`src/rtl/load_store_ctrl.sv`:
```
// rtl/load_store_ctrl.sv - LOAD/STORE issue controller and register file for the 8 x 16-bit data memory
//
// Accepts one LOAD/STORE instruction at a time from the host and drives the
// memory's instruction/run pins. It owns the 8-entry register file that feeds
// the memory's Reg_0..Reg_7 inputs, and on a LOAD it writes the returned word
// back into Rx. The host sees a ready/done handshake, so it never has to track
// the memory's one-cycle read latency.
//
// Instruction format: [15:13] Rx, [12:10] Ry, [2] 0 = LOAD / 1 = STORE.
// All other bits are passed to the memory unchanged.
//
// Ports
//   clk             in   1  rising-edge clock
//   reset           in   1  synchronous, active-high
//   start           in   1  instruction request, sampled only while ready
//   instruction     in  16  instruction word, latched on an accepted start
//   host_we         in   1  host register-file write, honoured only while ready
//   host_sel        in   3  register index for host_we
//   host_wdata      in  16  data for host_we
//   mem_out         in  16  memory read data (valid in the WAIT cycle)
//   mem_instruction out 16  latched instruction, drives the memory
//   mem_run         out  1  one-cycle memory strobe (ISSUE state)
//   Reg_0..Reg_7    out 16  register-file contents
//   ready           out  1  idle, able to accept start / host_we
//   done            out  1  one-cycle completion pulse
//   op_count        out  8  completed instructions, wraps 255 -> 0

module load_store_ctrl (
    input  logic        clk,
    input  logic        reset,
    input  logic        start,
    input  logic [15:0] instruction,
    input  logic        host_we,
    input  logic [2:0]  host_sel,
    input  logic [15:0] host_wdata,
    input  logic [15:0] mem_out,
    output logic [15:0] mem_instruction,
    output logic        mem_run,
    output logic [15:0] Reg_0,
    output logic [15:0] Reg_1,
    output logic [15:0] Reg_2,
    output logic [15:0] Reg_3,
    output logic [15:0] Reg_4,
    output logic [15:0] Reg_5,
    output logic [15:0] Reg_6,
    output logic [15:0] Reg_7,
    output logic        ready,
    output logic        done,
    output logic [7:0]  op_count
);

    typedef enum logic [1:0] {
        S_IDLE  = 2'd0,
        S_ISSUE = 2'd1,
        S_WAIT  = 2'd2,
        S_DONE  = 2'd3
    } state_t;

    state_t      state;
    state_t      state_nxt;

    logic [15:0] regs [8];

    // Fields of the instruction currently in flight.
    logic [2:0]  cur_rx;
    logic        cur_is_store;

    assign cur_rx       = mem_instruction[15:13];
    assign cur_is_store = mem_instruction[2];

    // Host side-effects are only honoured in IDLE; everything else is dropped.
    logic        accept_start;
    logic        accept_host_we;

    assign accept_start   = (state == S_IDLE) && start;
    assign accept_host_we = (state == S_IDLE) && host_we;

    // ------------------------------------------------------------------
    // State register
    // ------------------------------------------------------------------
    always_ff @(posedge clk) begin
        if (reset) begin
            state <= S_IDLE;
        end else begin
            state <= state_nxt;
        end
    end

    // ------------------------------------------------------------------
    // Next state and state-decoded outputs
    // ------------------------------------------------------------------
    always_comb begin
        state_nxt = state;
        ready     = 1'b0;
        done      = 1'b0;
        mem_run   = 1'b0;

        case (state)
            S_IDLE: begin
                ready = 1'b1;
                if (start) begin
                    state_nxt = S_ISSUE;
                end
            end
            S_ISSUE: begin
                // The memory acts on the edge that ends this cycle: a STORE is
                // complete then, a LOAD needs one more cycle for mem_out.
                mem_run   = 1'b1;
                state_nxt = cur_is_store ? S_DONE : S_WAIT;
            end
            S_WAIT: begin
                state_nxt = S_DONE;
            end
            S_DONE: begin
                done      = 1'b1;
                state_nxt = S_IDLE;
            end
            default: begin
                state_nxt = S_IDLE;
            end
        endcase
    end

    // ------------------------------------------------------------------
    // Instruction latch: held after completion; the memory ignores it
    // while mem_run is low.
    // ------------------------------------------------------------------
    always_ff @(posedge clk) begin
        if (reset) begin
            mem_instruction <= 16'h0000;
        end else if (accept_start) begin
            mem_instruction <= instruction;
        end
    end

    // ------------------------------------------------------------------
    // Register file. The host write and an accepted start may share an edge;
    // the write lands on that edge, so the STORE that follows reads it. The
    // LOAD writeback can never collide with a host write because the two
    // happen in different states. Reset in WAIT drops the writeback.
    // ------------------------------------------------------------------
    always_ff @(posedge clk) begin
        if (reset) begin
            for (int i = 0; i < 8; i++) begin
                regs[i] <= 16'h0000;
            end
        end else if (accept_host_we) begin
            regs[host_sel] <= host_wdata;
        end else if (state == S_WAIT) begin
            regs[cur_rx] <= mem_out;
        end
    end

    assign Reg_0 = regs[0];
    assign Reg_1 = regs[1];
    assign Reg_2 = regs[2];
    assign Reg_3 = regs[3];
    assign Reg_4 = regs[4];
    assign Reg_5 = regs[5];
    assign Reg_6 = regs[6];
    assign Reg_7 = regs[7];

    // ------------------------------------------------------------------
    // Completion counter, bumped on the edge that ends DONE; wraps naturally.
    // ------------------------------------------------------------------
    always_ff @(posedge clk) begin
        if (reset) begin
            op_count <= 8'h00;
        end else if (state == S_DONE) begin
            op_count <= op_count + 8'd1;
        end
    end

endmodule

```
`config.mk`:
```
export PLATFORM = sky130hd
export DESIGN_NAME = load_store_ctrl
export DESIGN_NICKNAME = d
export VERILOG_FILES = /design/src/rtl/load_store_ctrl.sv
export SDC_FILE = /design/constraint.sdc
export NUM_CORES = 1
export LEC_CHECK = 0
export ABC_AREA = 1
export CAP_MARGIN = 20
export CORE_UTILIZATION = 46
export CTS_BUF_LIST = sky130_fd_sc_hd__clkbuf_4 sky130_fd_sc_hd__clkbuf_8 sky130_fd_sc_hd__clkbuf_16
export DETAILED_ROUTE_END_ITERATION = 6
export PLACE_DENSITY_LB_ADDON = 0.25
export SETUP_SLACK_MARGIN = 0.05
export SYNTH_ARGS = -nofsm -noshare
export SYNTH_HDL_FRONTEND = slang
export SYNTH_SLANG_ARGS = --single-unit
```
`constraint.sdc`:
```
create_clock -name clk -period 2.4 [get_ports clk]
set_input_delay 0.36 -clock clk [delete_from_list [all_inputs] [get_ports clk]]
set_output_delay 0.36 -clock clk [all_outputs]
set_load 0.005 [all_outputs]
```
==> summary.md, run 1 <==
| Metric | Value |
|---|---|
| Tcrit/Tclk final | `87.0%` |
| Static Leakage | `3.72 nW` |
| # clock sinks | `154` |
| CTS tree | `done` |
| Clock Tree Buf Depth | `2` |
| Cells after Synth | `505` |
| YS warnings | `0` |
| Crit. End Element | `flip-flop` |
| Final hold violations | `0` |
| Vias in the first global route | `4402` |
| Core Rows | `42` |
| Hold Buf Count CTS | `0` |
| Most frequent cell after synthesis | `nor2_1` |
| Netlist cell types | `25` |
| Switching power | `2.27 mW` |
| Pwr Density | `867 nW/µm²` |
| Htree depth | `4` |
| Hold path cells | `2` |
| Setup TNS | `0 ns` |
| First-pass iteration count of the detailed router | `5` |
| RR Startpoint | `state[0]$_SDFFE_PP0P_` |
| Worst Hold End | `mem_instruction[6]$_SDFFE_PP0P_` |
| Register share of total power | `42.7%` |
| Slew HR | `64.8%` |
| I/O pins | `210` |
| Routing usage on met1 | `26.2%` |
| Max Freq | `479 MHz` |
| Flop-to-flop setup slack | `0.31 ns` |
| Peak supply drop | `615 µV` |
| Clk_skew | `0.00457 ns` |
| Initial drt markers | `400` |
| Antenna diodes | `0` |
| Post_cts resized | `0` |
| Fillers | `933` |
| Comb pwr share | `24.1%` |
| Slew Viols, Final | `0` |
| PortBufs | `209` |
| Dpl hpwl | `11.2 mm` |
| Status | `complete, no violations` |
| Crit Path Category | `reg -> reg` |
| Gr busiest metal | `met2` |
| Worst reg2reg path depth | `6` |
| Die Ht | `118 µm` |
| Die width | `118 µm` |
| Root buf cell | `clkbuf_16` |
| Die ar. | `13900 µm²` |
| Worst Hold Class | `reg -> reg` |
| Initial Util | `47.0%` |
| Global-route wire length before repair | `23.7 mm` |
| Layout cells sized above 1 | `13.9%` |
| Hold_sp | `mem_instruction[6]$_SDFFE_PP0P_` |
| Mapped cell area | `6190 µm²` |
| Unrepaired setup endpoints after global routing | `no` |
| Layout area overhead | `48.4%` |
| Worst EP required | `2.55 ns` |
| Critical path's slowest cell | `o21ai_2` |
| Grt met2 use | `40.4%` |
| Grt ovf | `0` |
| Most frequent cells after synthesis | `nor2_1 (156), edfxtp_1 (128), nand2_1 (41), inv_1 (33), dfxtp_1 (26)` |
| Post-DRT Antenna Nets | `0` |
| Via count | `4541` |
| Synth Flop Type | `edfxtp_1` |
| Int Power | `5.70 mW` |
| Skew-Pair Late Insertion Delay | `0.42 ns` |
| DRC violations left | `0` |
| GRT Util Overall | `22.9%` |
| Post-CTS Setup Inserts | `0` |
| Mapped Nets | `566` |
| Ys async rst share | `0%` |
| Critical path, cell by cell | `inv_1 > ha_1 > nand2_4 > buf_12 > o21ai_2 > nor2_1` |
| Post-layout min period | `2.09 ns` |
| Max cap viols | `0` |
| DR WL/cell | `16.7 µm` |
| Gp weighted congestion | `0.855` |
| Worst Tran Pin Value | `0.528 ns` |
| Worst reg2reg endpoint | `regs[3][7]$_SDFFCE_PN0P_` |
| Clock slew at reported path FFs | `0.06 ns` |
| #FFs+latches synth | `154` |
| Number of synthesized flops with an enable pin | `128` |
| Seq/Total Area, Yosys | `70.5%` |
| Num CTS Buffers | `17` |
| Top fanout value on the critical path | `32` |
| Mapped Avg Cell Area | `12.3 µm²` |
| Worst path max stage delay | `0.44 ns` |
| Largest net degree at the start of global routing | `33` |
| Post-synth top area share | `62.1%` |
| Initial antenna violation count | `0` |
| Vias per cell | `4.93` |
| Final Power | `7.97 mW` |
| Worst Path Arrival | `2.24 ns` |
| Top post-synthesis cells by area | `edfxtp_1 (62%), nor2_1 (9.5%), dfxtp_1 (8.4%), nand2_4 (3.3%), nand2_1 (2.5%)` |
| GR Layer Usage met3 | `6.35%` |
| Clk pwr share | `33.3%` |
| Final wirelength | `15.4 mm` |
| Sw Share | `28.5%` |
| Area leader, netlist | `edfxtp_1` |
| NumNets Final | `794` |
| Final setup vio count | `0` |
| Startpoint Class | `flip-flop` |
| Core area | `13200 µm²` |
## worst max path at each step
stage | startpoint | end | slack (ns) | cells after the start
CTS | state[0]$_SDFFE_PP0P_ | regs[6][15]$_SDFFCE_PN0P_ | 0.30 | 9
floorplan | state[0]$_SDFFE_PP0P_ | regs[1][0]$_SDFFCE_PN0P_ | 0.25 | 11
finish | state[0]$_SDFFE_PP0P_ | regs[3][7]$_SDFFCE_PN0P_ | 0.31 | 6
global route | state[0]$_SDFFE_PP0P_ | regs[3][1]$_SDFFCE_PN0P_ | 0.19 | 6
detailed placement | reset | regs[2][12]$_SDFFCE_PN0P_ | 0.11 | 6
global placement | reset | regs[0][12]$_SDFFCE_PN0P_ | 0.15 | 9
## metrics by stage
step	cells	util, %	hold WS (ns)	area (µm²)	setup WS, ns
finish	922	69.7	0.483	9190	0.312
global route	922	69.7	0.501	9190	0.188
CTS	922	69.7	0.487	9190	0.301
detailed placement	890	65.2	0.473	8600	0.113
global placement	890	65.2	0.462	8600	0.154
floorplan	505	-	0.429	6190	0.249
## kinds of logic after synthesis
group	after synthesis	share of synthesized area [%]
compound gates	47	4.77
flops	154	70.5
simple gates	245	18.9
fa+ha+maj	6	1.21
buf+inv	53	4.65
## layout make-up
cell class | count | area [µm²] | area share, %
Inverter | 34 | 128 | 1.39
Sequential cell | 154 | 4360 | 47.5
Multi-Input combinational cell | 298 | 1540 | 16.8
Timing Repair Buffer | 228 | 2350 | 25.5
Clock inverter | 15 | 163 | 1.77
Clock buffer | 17 | 425 | 4.63
Tap cell | 176 | 220 | 2.40
## power by group through the flow
stage | Sequential (mW) | Combinational, mW | Clock, mW
finish | 3.40 | 1.92 | 2.65
global route | 3.43 | 2.07 | 2.79
CTS | 3.40 | 1.93 | 2.68
detailed placement | 3.46 | 1.92 | 0
global placement | 3.45 | 1.88 | 0
floorplan | 3.45 | 0.905 | 0
## worst max-delay path: cells and delay by family, from the launching register on
kind | cells | cell delay, ns
AOI/OAI and AO/OA | 1 | 0.44
adders and majority gates | 1 | 0.36
DFF | 1 | 0.35
buffers and inverters | 2 | 0.34
and+or+nand+nor | 2 | 0.31
## layer usage
layer / vias up / share of wire, %
li1: 2145 / -
met1: 2141 / 38
met2: 235 / 53
met3: 20 / 7.2
met4: 0 / 1.9
met5: - / 0
## registers in the layout, indices dropped and copies added (netlist names)
name             count
state                2
mem_instruction     16
regs               128
op_count             8
## cells in the final DEF (no fill, tap or decap), drive strengths merged
cell type	instances
edfxtp	128
o21ai	37
buf	19
a21oi	10
clkinv	3
bufinv	2
nand3b	1
clkinvlp	2
inv	42
ha	6
nor2	172
nor3	1
dfxtp	26
nand4	1
clkdlybuf4s50	209
nand2	61
nand3	9
clkbuf	17
Note: power is estimated with default switching activity, not from simulation.
==> run 2, diff against run 1 <==
--- a/config.mk
+++ b/config.mk
@@ -5,13 +5,14 @@
 export SDC_FILE = /design/constraint.sdc
 export NUM_CORES = 1
 export LEC_CHECK = 0
-export ABC_AREA = 1
 export CAP_MARGIN = 20
 export CORE_UTILIZATION = 46
 export CTS_BUF_LIST = sky130_fd_sc_hd__clkbuf_4 sky130_fd_sc_hd__clkbuf_8 sky130_fd_sc_hd__clkbuf_16
 export DETAILED_ROUTE_END_ITERATION = 6
+export MAX_ROUTING_LAYER = met4
 export PLACE_DENSITY_LB_ADDON = 0.25
 export SETUP_SLACK_MARGIN = 0.05
+export SLEW_MARGIN = 20
 export SYNTH_ARGS = -nofsm -noshare
 export SYNTH_HDL_FRONTEND = slang
 export SYNTH_SLANG_ARGS = --single-unit
==> run 2 against run 1 <==
Against the previous run: design area up 2.5%; synthesized area up 0.71%; count of clock-buffer cells in the layout up 9; final cell count down 5.6%; flip-flop and latch count unchanged; register-to-register slack worse by 0.14 ns; wire length up 6.2%; synthesized cell count down 11%; critical path depth unchanged; sequential power down 2%; total power down 0.51%; largest power group unchanged.
==> summary.md, run 2 <==
| Metric | Value |
|---|---|
| Status | `complete, no violations` |
| Synth Flop Type | `edfxtp_1` |
| Critical path's slowest cell | `nor4b_2` |
| Num CTS Buffers | `17` |
| Most frequent cells after synthesis | `edfxtp_1 (128), nor3_1 (126), nand2_1 (36), dfxtp_1 (26), a21oi_1 (19)` |
| Antenna diodes | `0` |
| Netlist cell types | `36` |
| Slew Viols, Final | `0` |
| GRT Util Overall | `24.4%` |
| Max Freq | `449 MHz` |
| Worst EP required | `2.53 ns` |
| Placed cells | `837` |
| Area leader, netlist | `edfxtp_1` |
| Crit Path Category | `reg -> reg` |
| Post-layout min period | `2.23 ns` |
| Top fanout value on the critical path | `17` |
| Hold Buf Count CTS | `0` |
| Initial Util | `47.1%` |
| Seq/Total Area, Yosys | `70.0%` |
| Via count | `4628` |
| Tcrit/Tclk final | `92.9%` |
| Hold_sp | `mem_instruction[10]$_SDFFE_PP0P_` |
| CP delay by family, top | `simple AND/OR/NAND/NOR gates` |
| Worst Tran Pin Value | `0.898 ns` |
| #FFs+latches synth | `154` |
| I/O pins | `210` |
| Pwr Density | `841 nW/µm²` |
| Hold_ws | `0.454 ns` |
| WP buf/inv | `2` |
| Htree depth | `4` |
| Largest registers | `regs (128), mem_instruction (16), op_count (8)` |
| Ys async rst share | `0%` |
| Mapped Avg Cell Area | `13.8 µm²` |
| Mapped cell area | `6240 µm²` |
| Sw Share | `26.4%` |
| Setup TNS | `0 ns` |
| Worst Hold Class | `reg -> reg` |
| CTS tree | `done` |
| Post-CTS Setup Inserts | `0` |
| Dpl hpwl | `11.3 mm` |
| Clk pwr share | `35.4%` |
| Static Leakage | `3.25 nW` |
| Crit. End Element | `flip-flop` |
| Critical path, cell by cell | `inv_1 > ha_1 > nor4b_2 > a31oi_4 > o21bai_2 > buf_12` |
| YS warnings | `0` |
| Peak supply drop | `505 µV` |
| Final wirelength | `16.4 mm` |
| DR WL/cell | `18.8 µm` |
| Final setup vio count | `0` |
| Max cap viols | `0` |
| Cells after Synth | `451` |
| Skew-Pair Late Insertion Delay | `0.42 ns` |
| Post_cts resized | `0` |
| Worst path max stage delay | `0.48 ns` |
| Clk_skew | `0.0110 ns` |
| Post-synth top area share | `61.6%` |
| Largest reg by FF count | `regs` |
| Top post-synthesis cells by area | `edfxtp_1 (62%), nor3_1 (10%), dfxtp_1 (8.3%), mux2i_2 (3.5%), nand2_1 (2.2%)` |
| Register share of total power | `41.8%` |
| Utilization after layout | `71.1%` |
| Fillers | `915` |
| Switching power | `2.09 mW` |
| Core Rows | `42` |
| PortBufs | `209` |
| Die width | `118 µm` |
| Largest net degree at the start of global routing | `65` |
| Final hold violations | `0` |
| Unrepaired setup endpoints after global routing | `no` |
| Post-DRT Antenna Nets | `0` |
| Grt ovf | `0` |
| # clock sinks | `154` |
| Most frequent cell after synthesis | `edfxtp_1` |
| Most frequent cells in the layout | `clkdlybuf4s50_1 (209), edfxtp_1 (128), nor3_1 (126)` |
| Int Power | `5.84 mW` |
| NumNets Final | `742` |
| Slew HR | `39.9%` |
| Layout area overhead | `51.0%` |
| Worst Path Arrival | `2.36 ns` |
| Clock slew at reported path FFs | `0.06 ns` |
| Core area | `13200 µm²` |
| Comb pwr share | `22.7%` |
| Root buf cell | `clkbuf_16` |
| RR Startpoint | `state[0]$_SDFFE_PP0P_` |
| Startpoint Class | `flip-flop` |
| Die Ht | `118 µm` |
| Initial drt markers | `440` |
| Clock Tree Buf Depth | `2` |
| Die ar. | `14000 µm²` |
| Global-route wire length before repair | `24.6 mm` |
| Most common cell after layout, fill and taps aside | `clkdlybuf4s50_1` |
| Gp weighted congestion | `0.778` |
| Vias per cell | `5.32` |
| Number of synthesized flops with an enable pin | `128` |
| First-pass iteration count of the detailed router | `5` |
| Non-Filler Instances | `870` |
| Vias in the first global route | `4531` |
| DRC violations left | `0` |
| Mapped Nets | `512` |
| Layout cells sized above 1 | `15.0%` |
| Critical path startpoint | `state[0]$_SDFFE_PP0P_` |
| Max reg flops | `128` |
| Initial antenna violation count | `0` |
-- run 2: area by class of cell --
cell class                 instances  area, µm²  share of cell area [%]
clock buffer                      26        576                    6.11
clock inverter                     6       68.8                   0.731
inverter                           4       15.0                   0.159
multi-input combinational        258       1650                    17.6
sequential                       154       4360                    46.3
tap                              176        220                    2.34
timing repair buffer             246       2520                    26.8
-- run 2: logic make-up (layout without fill, tap and decap cells) --
kind of cell / after synthesis / in the layout / synth area share, %
AOI/OAI and AO/OA: 39 / 40 / 4.67
muxes: 18 / 18 / 3.85
xor gates and xnor gates: 4 / 4 / 0.562
buffers and inverters: 40 / 282 / 4.31
and+or+nand+nor: 190 / 190 / 15.4
DFF: 154 / 154 / 70.0
adders and majority gates: 6 / 6 / 1.20
-- run 2: worst reg2reg max path: stages, from the launching register on --
cell,delay [ns]
dfxtp_1,0.33
inv_1,0.14
ha_1,0.35
nor4b_2,0.48
a31oi_4,0.20
o21bai_2,0.26
buf_12,0.18
-- run 2: power by group through the flow --
stage / sequential, mW / combinational, mW / clock [mW]
global placement: 3.37 / 1.73 / 0
CTS: 3.32 / 1.79 / 2.83
global route: 3.34 / 1.91 / 2.93
detailed placement: 3.37 / 1.77 / 0
floorplan: 3.37 / 0.806 / 0
finish: 3.32 / 1.80 / 2.81
-- run 2: path summary, 6_finish.rpt --
check	endpoint	slack, ns	cells past startpoint
max	regs[0][15]$_SDFFCE_PN0P_	0.17	6
min	mem_instruction[10]$_SDFFE_PP0P_	0.45	2
max reg2reg	regs[0][15]$_SDFFCE_PN0P_	0.17	6
min reg2reg	mem_instruction[10]$_SDFFE_PP0P_	0.45	2
-- run 2: per-layer routing --
layer	global-route usage (%)	routed length (µm)	vias to the layer above	share of wire, %
met3	6.47	1210	31	7.4
met2	39.3	8260	233	50
met1	29.4	6510	2208	40
li1	-	-	2156	-
met5	-	0	-	0
met4	9.81	405	0	2.5
-- run 2: per-stage QoR --
step                power [mW]  cell area (µm²)  setup slack [ns]
floorplan                 4.17             6260           -0.0920
global placement          5.10             8760           -0.0441
detailed placement        5.15             8760            -0.124
CTS                       7.94             9410            0.0659
global route              8.19             9420            0.0565
finish                    7.92             9420             0.170
==> run 3, diff against run 2 <==
--- a/config.mk
+++ b/config.mk
@@ -11,8 +11,8 @@
 export DETAILED_ROUTE_END_ITERATION = 6
 export MAX_ROUTING_LAYER = met4
 export PLACE_DENSITY_LB_ADDON = 0.25
-export SETUP_SLACK_MARGIN = 0.05
-export SLEW_MARGIN = 20
+export SETUP_SLACK_MARGIN = 0.1
+export SLEW_MARGIN = 5
 export SYNTH_ARGS = -nofsm -noshare
 export SYNTH_HDL_FRONTEND = slang
 export SYNTH_SLANG_ARGS = --single-unit
==> run 3 against run 2 <==
Against the previous run: design area barely moved; first-iteration DRC count fell by 6.1%; critical path depth did not move; setup slack improved by 0.021 ns; count of clock-buffer cells in the layout did not move; maximum frequency rose by 0.93%; non-clock buffer count did not move; clock power barely moved.
==> summary.md, run 3 (synthesis gave the netlist of run 2 again) <==
| Metric | Value |
|---|---|
| Status | `complete, no violations` |
| I/O pins | `210` |
| Crit Path Category | `reg -> reg` |
| Area of the multi-input gates | `1650 µm²` |
| Sw Share | `26.3%` |
| Fillers | `917` |
| Htree depth | `4` |
| Worst Hold Class | `reg -> reg` |
| Post-DRT Antenna Nets | `0` |
| Vias per cell | `5.31` |
| Top fanout value on the critical path | `17` |
| NumNets Final | `742` |
| Root buf cell | `clkbuf_16` |
| Max Freq | `453 MHz` |
| DRC violations left | `0` |
| Non-Filler Instances | `870` |
| Static Leakage | `3.26 nW` |
| Switching power | `2.09 mW` |
| Vias in the first global route | `4562` |
| Die Ht | `118 µm` |
| Crit. End Element | `flip-flop` |
| Global-route wire length before repair | `24.9 mm` |
| Post-layout min period | `2.21 ns` |
| Slew HR | `41.7%` |
| Worst EP required | `2.53 ns` |
| Largest registers | `regs (128), mem_instruction (16), op_count (8)` |
| Unrepaired setup endpoints after global routing | `yes` |
| Via count | `4624` |
| Startpoint Class | `flip-flop` |
| Dpl hpwl | `11.3 mm` |
| Skew-Pair Late Insertion Delay | `0.42 ns` |
| Post-CTS Setup Inserts | `0` |
| DR WL/cell | `18.8 µm` |
| Initial antenna violation count | `0` |
| Grt ovf | `0` |
| Register share of total power | `41.9%` |
| Placed cells | `837` |
| Worst reg2reg path depth | `6` |
| Slew Viols, Final | `0` |
| Core area | `13200 µm²` |
| CTS tree | `done` |
| Final hold violations | `0` |
| Final setup vio count | `0` |
| Gp weighted congestion | `0.778` |
| Most frequent cells in the layout | `clkdlybuf4s50_1 (209), edfxtp_1 (128), nor3_1 (126)` |
| Worst Tran Pin Value | `0.871 ns` |
| Initial Util | `47.1%` |
| Largest net degree at the start of global routing | `65` |
| PortBufs | `209` |
| GRT Util Overall | `24.6%` |
| Final Power | `7.92 mW` |
| Max cap viols | `0` |
| Max reg flops | `128` |
| Layout area overhead | `51.1%` |
| Final wirelength | `16.3 mm` |
| Sequential cell area | `4360 µm²` |
| Die width | `118 µm` |
| Clock Tree Buf Depth | `2` |
| Hold_ws | `0.453 ns` |
| Peak supply drop | `496 µV` |
| Clock slew at reported path FFs | `0.06 ns` |
| Layout cells sized above 1 | `15.0%` |
| Num CTS Buffers | `17` |
| Tcrit/Tclk final | `92.0%` |
| Hold Buf Count CTS | `0` |
| Pwr Density | `841 nW/µm²` |
| Clk pwr share | `35.5%` |
| # clock sinks | `154` |
| Comb pwr share | `22.7%` |
| Largest reg by FF count | `regs` |
| Fin worst setup slack | `0.191 ns` |
| Int Power | `5.84 mW` |
| Post-placement worst setup slack | `-0.124 ns` |
| Core Rows | `42` |
| Worst Path Arrival | `2.34 ns` |
| Initial drt markers | `413` |
| Antenna diodes | `0` |
| Utilization after layout | `71.1%` |
| First-pass iteration count of the detailed router | `5` |
| Most common cell after layout, fill and taps aside | `clkdlybuf4s50_1` |
| Clk_skew | `0.0103 ns` |
| Die ar. | `14000 µm²` |
| Hold path cells | `2` |
run 3: per-layer routing:
metal / up-vias / wire length [µm] / track usage, % / part of all wire [%]
li1: 2158 / - / - / -
met1: 2216 / 6540 / 29.7 / 40
met2: 221 / 8210 / 39.6 / 50
met3: 29 / 1180 / 6.37 / 7.2
met4: 0 / 415 / 10.1 / 2.5
met5: - / 0 / - / 0
run 3: repair_timing:
item,4_1_cts,5_1_grt
hold endpoints to repair,0,0
gates cloned,1,0
endpoints found under the setup margin,21,67
gates resized for setup,0,1
run 3: final timing paths:
path / endpoint / startpoint / slack [ns]
worst max-delay path: regs[0][15]$_SDFFCE_PN0P_ / state[0]$_SDFFE_PP0P_ / 0.19
worst min-delay path: mem_instruction[10]$_SDFFE_PP0P_ / mem_instruction[10]$_SDFFE_PP0P_ / 0.45
worst max register to register: regs[0][15]$_SDFFCE_PN0P_ / state[0]$_SDFFE_PP0P_ / 0.19
worst min register to register: mem_instruction[10]$_SDFFE_PP0P_ / mem_instruction[10]$_SDFFE_PP0P_ / 0.45
run 3: area by class of cell:
class / count / share of cell area [%]
Clock buffer: 26 / 6.11
Clock inverter: 6 / 0.730
Inverter: 4 / 0.159
Multi-Input combinational cell: 258 / 17.6
Sequential cell: 154 / 46.3
Tap cell: 176 / 2.34
Timing Repair Buffer: 246 / 26.8
run 3: power groups by stage:
stage	registers (mW)	logic (mW)	clock network (mW)
global placement	3.37	1.73	0
global route	3.34	1.92	2.93
detailed placement	3.37	1.77	0
finish	3.32	1.80	2.81
CTS	3.32	1.80	2.83
floorplan	3.37	0.806	0
run 3: worst max-delay path, cell delays in order (launching register included):
cell      delay [ns]
dfxtp_1         0.33
inv_1           0.15
ha_1            0.34
nor4b_2         0.48
a31oi_4         0.19
o21bai_2        0.25
buf_12          0.17
run 3: metrics by stage:
stage          instance area [µm²]  TNS (ns)
2_1_floorplan                 6260     -2.95
3_3_place_gp                  8760    -0.783
3_5_place_dp                  8760     -3.33
4_1_cts                       9420         0
5_1_grt                       9420         0
6_report                      9420         0
